===== src/rtl/div_pkg.sv =====
// -----------------------------------------------------------------------------
// div_pkg
// Shared definitions for the sequential restoring divider.
//   state_e          : controller state encoding (IDLE / RUN / DONE)
//   DIV_N            : default operand width
//   DIV_ZERO_Q_FILL  : bit value replicated across the quotient on a zero divisor
// -----------------------------------------------------------------------------
package div_pkg;

    typedef enum logic [1:0] {
        ST_IDLE = 2'd0,
        ST_RUN  = 2'd1,
        ST_DONE = 2'd2
    } state_e;

    localparam int DIV_N = 3;

    // A zero divisor reports a quotient with every bit set.
    localparam logic DIV_ZERO_Q_FILL = 1'b1;

endpackage


===== src/rtl/div_restoring_step.sv =====
// -----------------------------------------------------------------------------
// div_restoring_step
// One combinational iteration of restoring division.
//   pr_i       [N:0]   partial remainder before the shift
//   qs_msb_i           next dividend bit shifted into the partial remainder
//   divisor_i  [N-1:0] divisor
//   pr_next_o  [N:0]   partial remainder after the trial subtraction
//   q_bit_o            quotient bit produced by this step
// -----------------------------------------------------------------------------
module div_restoring_step #(
    parameter int N = 3
) (
    input  logic [N:0]   pr_i,
    input  logic         qs_msb_i,
    input  logic [N-1:0] divisor_i,
    output logic [N:0]   pr_next_o,
    output logic         q_bit_o
);

    // Shifted remainder is kept at N+2 bits so the subtraction has a sign bit.
    // pr_i[N] is always 0 between steps, so the top bit is 0 as well.
    logic signed [N+1:0] pr_shift;
    logic signed [N+1:0] trial;

    always_comb begin
        pr_shift = {pr_i, qs_msb_i};
        trial    = pr_shift - $signed({2'b00, divisor_i});
        if (trial >= 0) begin
            pr_next_o = trial[N:0];
            q_bit_o   = 1'b1;
        end else begin
            pr_next_o = pr_shift[N:0];
            q_bit_o   = 1'b0;
        end
    end

endmodule


===== src/rtl/divider_6by3_seq.sv =====
// -----------------------------------------------------------------------------
// divider_6by3_seq
// Sequential restoring divider, one quotient bit per clock.
//   clk          rising-edge clock
//   rst_n        synchronous active-low reset
//   start        request a division (accepted only when not busy)
//   in1  [2N-1:0] dividend, captured on an accepted start
//   in2  [N-1:0]  divisor, captured on an accepted start
//   q    [2N-1:0] quotient (registered, holds while busy)
//   r    [N-1:0]  remainder (registered, holds while busy)
//   busy         iterating
//   done         q/r valid; held until the next accepted start
//   div_by_zero  zero-divisor flag, valid while done
// -----------------------------------------------------------------------------
module divider_6by3_seq
    import div_pkg::*;
#(
    parameter int N = DIV_N
) (
    input  logic           clk,
    input  logic           rst_n,
    input  logic           start,
    input  logic [2*N-1:0] in1,
    input  logic [N-1:0]   in2,
    output logic [2*N-1:0] q,
    output logic [N-1:0]   r,
    output logic           busy,
    output logic           done,
    output logic           div_by_zero
);

    localparam int CNT_W = $clog2(2*N + 1);

    state_e           state_q, state_d;
    logic [N:0]       pr_q, pr_d;
    logic [2*N-1:0]   qs_q, qs_d;
    logic [N-1:0]     dvs_q, dvs_d;
    logic [CNT_W-1:0] cnt_q, cnt_d;
    logic [2*N-1:0]   q_q, q_d;
    logic [N-1:0]     r_q, r_d;
    logic             dz_q, dz_d;

    logic [N:0]       step_pr;
    logic             step_bit;

    div_restoring_step #(.N(N)) u_step (
        .pr_i      (pr_q),
        .qs_msb_i  (qs_q[2*N-1]),
        .divisor_i (dvs_q),
        .pr_next_o (step_pr),
        .q_bit_o   (step_bit)
    );

    always_comb begin
        state_d = state_q;
        pr_d    = pr_q;
        qs_d    = qs_q;
        dvs_d   = dvs_q;
        cnt_d   = cnt_q;
        q_d     = q_q;
        r_d     = r_q;
        dz_d    = dz_q;

        case (state_q)
            ST_IDLE, ST_DONE: begin
                if (start) begin
                    if (in2 == '0) begin
                        // Zero divisor resolves in the accepting edge.
                        state_d = ST_DONE;
                        q_d     = {(2*N){DIV_ZERO_Q_FILL}};
                        r_d     = '0;
                        dz_d    = 1'b1;
                    end else begin
                        state_d = ST_RUN;
                        pr_d    = '0;
                        qs_d    = in1;
                        dvs_d   = in2;
                        cnt_d   = CNT_W'(2*N);
                        dz_d    = 1'b0;
                    end
                end
            end
            ST_RUN: begin
                // Quotient bits fill qs from the bottom as dividend bits leave the top.
                pr_d  = step_pr;
                qs_d  = {qs_q[2*N-2:0], step_bit};
                cnt_d = cnt_q - 1'b1;
                if (cnt_q == CNT_W'(1)) begin
                    state_d = ST_DONE;
                    q_d     = {qs_q[2*N-2:0], step_bit};
                    r_d     = step_pr[N-1:0];
                end
            end
            default: state_d = ST_IDLE;
        endcase
    end

    // Control and visible result registers: reset has priority over start.
    always_ff @(posedge clk) begin
        if (!rst_n) begin
            state_q <= ST_IDLE;
            cnt_q   <= '0;
            q_q     <= '0;
            r_q     <= '0;
            dz_q    <= 1'b0;
        end else begin
            state_q <= state_d;
            cnt_q   <= cnt_d;
            q_q     <= q_d;
            r_q     <= r_d;
            dz_q    <= dz_d;
        end
    end

    // Working datapath registers: only meaningful while in RUN.
    always_ff @(posedge clk) begin
        pr_q  <= pr_d;
        qs_q  <= qs_d;
        dvs_q <= dvs_d;
    end

    assign q           = q_q;
    assign r           = r_q;
    assign busy        = (state_q == ST_RUN);
    assign done        = (state_q == ST_DONE);
    assign div_by_zero = dz_q;

endmodule


===== config.mk =====
export PLATFORM = sky130hd
export DESIGN_NAME = divider_6by3_seq
export DESIGN_NICKNAME = d
export VERILOG_FILES = /design/src/rtl/div_pkg.sv /design/src/rtl/div_restoring_step.sv /design/src/rtl/divider_6by3_seq.sv
export SDC_FILE = /design/constraint.sdc
export NUM_CORES = 1
export LEC_CHECK = 0
export ABC_AREA = 1
export BUFFER_PORTS_ARGS = -buffer_cell sky130_fd_sc_hd__buf_2
export CAP_MARGIN = 0
export CORE_MARGIN = 1.5
export CORE_UTILIZATION = 49
export CTS_CLUSTER_SIZE = 16
export DETAILED_ROUTE_END_ITERATION = 8
export HOLD_SLACK_MARGIN = 0.06
export PLACE_DENSITY = 0.77
export SKIP_LAST_GASP = 1
export SLEW_MARGIN = 15
export SYNTH_ARGS = -nofsm -noshare
export SYNTH_HDL_FRONTEND = slang
export SYNTH_SLANG_ARGS = --single-unit

===== constraint.sdc =====
create_clock -name clk -period 1.86 [get_ports clk]
set_clock_uncertainty 0.1 [all_clocks]
set_input_delay 0.186 -clock clk [delete_from_list [all_inputs] [get_ports clk]]
set_output_delay 0.186 -clock clk [all_outputs]
set_load 0.005 [all_outputs]

== Word-level counts from Yosys, hierarchy flattened ==
Cells that the tools add are included.
Word-level totals
  bits in registers: 28
  input bits: 12
  output and inout bits: 12
Cells by class
  reductions and logical operators: 9
  equal/unequal tests: 7
  bitwise gates (word level): 1
  $add $sub $neg: 2
  $lt $le $gt $ge: 1
  muxes and demuxes: 24
Operator list (count)
  2-to-1 mux 6 bit: 5
  one-hot mux 6 bit (2 select lines): 2
  2-to-1 mux 3 bit: 5
  2-to-1 mux 4 bit: 3
  one-hot mux 3 bit (2 select lines): 2
  one-hot mux 4 bit (2 select lines): 1
  2-to-1 mux 2 bit: 3
  inequality test 2 bit (second input constant): 3
  AND reduction 3 bit: 2
  >= comparator 5 x 1 -> 1 bit (second input constant): 1
  subtractor 5 x 4 -> 5 bit: 1
  one-hot mux 2 bit (2 select lines): 1
  AND reduction 2 bit: 2
  AND reduction 4 bit: 1
  == test 3 x 1 -> 1 bit (second input constant): 1
  logical NOT 3 bit: 1
  subtractor 3 x 1 -> 3 bit (second input constant): 1
  == test 2 x 1 -> 1 bit (second input constant): 1
  == test 2 bit (second input constant): 1
  logical NOT 2 bit: 1
  2-to-1 mux 1 bit: 2
  inequality test 2 x 1 -> 1 bit (second input constant): 1
  nonzero test 2 bit: 1
  OR reduction 2 bit: 1
  NOT 1 bit: 1

== Depth between registers and ports, before layout ==
  depth in word-level cells: 5
  mapped depth: 12
  depth with buffers taken out: 12

== Modules after synthesis ==
Synthesis repeated with hierarchy kept, for this count alone.
Second synthesis, totals
  cell total of the unflattened synthesis: 167
  area, all modules: 1386.3 µm²
Modules (own cells, without submodules)
  divider_6by3_seq: times used 1, cells each 132, seq. area each 690.7 µm², area an instance 1172.4 µm²
  div_restoring_step: times used 1, cells each 35, seq. area each 0.0 µm², area an instance 214.0 µm²

== Worst setup path after synthesis ==
No wires, ideal clock.
  path type: register -> register
  start: register dvs_q[0]
  end: register pr_q[3], data pin
  slack: -21 ps
  stages on the path, launching flop included: 11
  data arrival time: 1526 ps
  data required time: 1505 ps
  buffers on the path: 0
  cells stage by stage: edfxtp_1 -> ha_1 -> fa_1 -> inv_1 -> nand2_1 -> nand2_1 -> nand2_1 -> nand2_1 -> inv_1 -> a21oi_1 -> nor2_1
Between the ends
  cells in the longest elaborated chain, start to end: 4
Ends and longest elaborated chain
  start: declaration: RTL line divider_6by3_seq.sv:37  | logic [N-1:0] dvs_q, dvs_d;
  start signal: assignment: RTL line divider_6by3_seq.sv:119  | dvs_q <= dvs_d;
  subtractor 5 x 4 -> 5 bit *: RTL line div_restoring_step.sv:27  | trial = pr_shift - $signed({2'b00, divisor_i});
  >= comparator 5 x 1 -> 1 bit: RTL line div_restoring_step.sv:28  | if (trial >= 0) begin
  2-to-1 mux 4 bit *: RTL line div_restoring_step.sv:28
  one-hot mux 4 bit (2 select lines) *: RTL line divider_6by3_seq.sv:64  | case (state_q)
  end signal: assignment: RTL line divider_6by3_seq.sv:117  | pr_q <= pr_d;
  end: declaration: RTL line divider_6by3_seq.sv:35  | logic [N:0] pr_q, pr_d;
Mark *: on every way between the ends. The rest lies on a longest branch, timed or not.
A chain may end at the register's enable or synchronous reset.

== Worst setup path in the final report ==
  start: register dvs_q[0]
  end: register r_q[0] (netlist: r[0])
Between the ends
  cells in the longest elaborated chain, start to end: 5
Ends and longest elaborated chain
  subtractor 5 x 4 -> 5 bit *: RTL line div_restoring_step.sv:27
  >= comparator 5 x 1 -> 1 bit: RTL line div_restoring_step.sv:28
  2-to-1 mux 4 bit *: RTL line div_restoring_step.sv:28
  2-to-1 mux 3 bit *: RTL line divider_6by3_seq.sv:88  | if (cnt_q == CNT_W'(1)) begin
  one-hot mux 3 bit (2 select lines) *: RTL line divider_6by3_seq.sv:64
  end signal: assignment: RTL line divider_6by3_seq.sv:110  | r_q <= r_d;
  end: declaration: RTL line divider_6by3_seq.sv:40  | logic [N-1:0] r_q, r_d;
Mark *: on every way between the ends. The rest lies on a longest branch, timed or not. The select of a mux whose other input is x is not followed.

==> metrics.cfg <==
[finish]
drive_gt1_share_pct = 30.5
synthToLayoutAreaGrowth_pct = 27.3
final_common_cell = nor2_1
final_cell_mix = 33 x nor2_1, 30 x nand2_1, 23 x buf_2
finalInstanceArea_um2 = 1740
antennaDiodeCount = 0
fillers = 203
fin_nets = 222

[critical_path]
timing.rr.start = dvs_q[0]$_DFFE_PP_
rr_worst_depth = 10
cpMostUsedCell = nand2_4
crit_fanout = 4
cp_top_family = adder cells
cp_slowest_cell = edfxtp_1
setup.worst_path.end_class = register
critPathLaunchType = register
worstPathBufferInverterCount = 2
reg2reg_to = r[0]$_SDFFE_PN0P_
worstPathArrival_ns = 2.03
path_class = register to register
r2r_slack_ns = 0.0003
cp.required_ns = 2.03
crit_chain = ha_2 > fa_2 > inv_2 > nand2_4 > nand2_4 > nand2_4 > buf_4 > nand3_2 > nand3_2 > a21oi_2
cpPeakStageDelay_ns = 0.40

[synth]
synth-seq-cells = 28
synth.distinct_cells = 23
syn_area_per_cell_um2 = 8.25
ys_warn_count = 0
ys_seq_area_share_pct = 50.5
syn_area_um2 = 1370
synth_fp_nets = 184
netlist_instances = 166

[pwr]
irDropWorstVdd_uv = 602
power_density_nw_per_um2 = 844
p_leak_nw = 0.844

[clocking]
clkTransAtPathRegs_ns = 0.15
cts.sink_count = 28
cts_tree = done
h-tree-depth = 1
cts-buffers-inserted = 3
clk-insertion-delay-late_ns = 0.33
cts_root_buf = clkbuf_4
cts.path.max_buffers = 2

[hold_path]
holdPathEnd = q[2]$_SDFFE_PN0P_
holdCritStartpoint = rst_n
hold_depth = 3
min_path_type = input pin to register

[die]
dieWidth_um = 55.9
initial_core_util_pct = 53.3
dieArea_um2 = 3120
core-area_um2 = 2570
ioPinCount = 24
fp.dieH_um = 55.9
rows = 18

[timing]
setup_viol_count_final = 0
finalMaxSlewViolations = 0
rsz0062_at_grt = true
clock.fmax_mhz = 538
tns_ns = 0
tightest_slew_ns = 0.431
period_share_pct = 100
finalCriticalPeriod_ns = 1.86
relSlewSlack_pct = 71.3
hold_violations = 0

[grt]
antenna_found_initial = 0
grt_usage_pct = 19.8
grt_max_degree = 17
overflow = 0
grt_pass1_vias = 1183
grt_pass1_wl_um = 4910

[placement]
gp_congestion = 0.799
portBuffers = 23
dpl_cell_area_um2 = 1520
dpl.hpwl_um = 2000

[route]
drtAntennaViolNets = 0
wire_per_inst_um = 12.7
drcViolationCount = 0
drt_iter0_markers = 29
viasPerCell = 4.91
drt_wl_total_um = 2970
vias = 1143
first_pass_iters = 4

[status]
status = completed

[job]
cap_violations = 0

==> metrics by stage <==
stage / cells / utilization (%) / hold WS, ns / total power, W / setup slack, ns
2_1_floorplan: 166 / - / 0.185 / 0.00101 / 0.00394
3_3_place_gp: 219 / 59.3 / 0.277 / 0.00109 / 0.000614
3_5_place_dp: 219 / 59.3 / 0.278 / 0.00111 / -0.135
4_1_cts: 232 / 64.9 / 0.0695 / 0.00141 / -0.00466
5_1_grt: 233 / 67.9 / 0.0793 / 0.00156 / -0.0865
6_report: 233 / 67.9 / 0.0737 / 0.00147 / 0.000261
==> cell usage after synthesis <==
master / number / area share (%)
inv_4: 1 / 0.46
nand2_1: 34 / 9.3
nand3b_1: 1 / 0.55
fa_1: 1 / 1.5
o21a_1: 1 / 0.55
inv_2: 1 / 0.27
dfxtp_1: 15 / 22
a21oi_1: 9 / 3.3
edfxtp_1: 13 / 29
o21bai_4: 1 / 1.4
nand2_4: 2 / 1.6
nor2_1: 33 / 9.0
a31oi_1: 1 / 0.46
buf_2: 2 / 0.73
inv_1: 27 / 7.4
nor2_2: 1 / 0.46
o211ai_1: 1 / 0.55
buf_8: 1 / 1.1
ha_1: 5 / 4.6
nand3_1: 12 / 4.4
o21ai_0: 1 / 0.37
a21oi_2: 1 / 0.64
nand2_2: 2 / 0.91
==> cell type report <==
cell class                 count  area (um2)  area share [%]
clock buffer                   4        26.3            1.51
inverter                      29         114            6.53
multi-input combinational    106         639            36.7
sequential                    28         691            39.6
tap                           30        37.5            2.15
timing repair buffer          36         235            13.5
==> per-layer routing <==
metal  up-vias  part of all wire (%)  GRT usage [%]
li1        594                     -              -
met1       527                    41           23.5
met2        17                    55           33.5
met3         5                   2.6           3.26
met4         0                   1.4           11.9
met5         -                     0              0
==> worst register-to-register path, delay by kind of cell (launching register included) <==
family,cells,cell delay (ns)
flip-flops,1,0.40
AND/OR/NAND/NOR,5,0.39
buffers and inverters,2,0.24
AO/OA/AOI/OAI,1,0.12
adder cells (fa/ha/maj),2,0.56
==> power by group <==
group	internal [W]	switching, W	leakage, nW
Combinational	0.000180	0.000274	0.578
Sequential	0.000724	0.0000361	0.251
Clock	0.0000841	0.000173	0.0150
==> cell families after synthesis <==
family	count (synthesis)	synth area share, %
AOI/OAI and AO/OA	15	7.22
adders and majority gates	6	6.03
buffers and inverters	32	9.96
DFF	28	50.5
and+or+nand+nor	85	26.3
==> what timing repair did <==
item                       CTS  global route
gates cloned                 0             0
hold endpoints to repair     9             0
hold buffers                 9             0
setup buffers                0             1
gates resized for setup     11            17
pin swaps                    6             9
setup endpoints to repair    8             9
==> sequential cells by signal (all words and copies together), names as in the netlist <==
| signal | flops |
|---|---|
| state_q | 2 |
| qs_q | 6 |
| dvs_q | 3 |
| r | 3 |
| div_by_zero | 1 |
| pr_q | 4 |
| q | 6 |
| cnt_q | 3 |
==> worst max path at each step <==
stage	slack, ns	end	from	depth (start not counted)
after floorplan	0.004	pr_q[3]$_SDFFCE_PP0P_	dvs_q[0]$_DFFE_PP_	10
after global placement	0.0006	pr_q[3]$_SDFFCE_PP0P_	dvs_q[0]$_DFFE_PP_	10
after detailed placement	-0.13	pr_q[3]$_SDFFCE_PP0P_	dvs_q[0]$_DFFE_PP_	10
after CTS	-0.005	pr_q[3]$_SDFFCE_PP0P_	dvs_q[0]$_DFFE_PP_	10
after global routing	-0.09	pr_q[1]$_SDFFCE_PP0P_	dvs_q[0]$_DFFE_PP_	8
final	0.0003	r[0]$_SDFFE_PN0P_	dvs_q[0]$_DFFE_PP_	10
No activity file was read; power rests on OpenSTA's default activity.
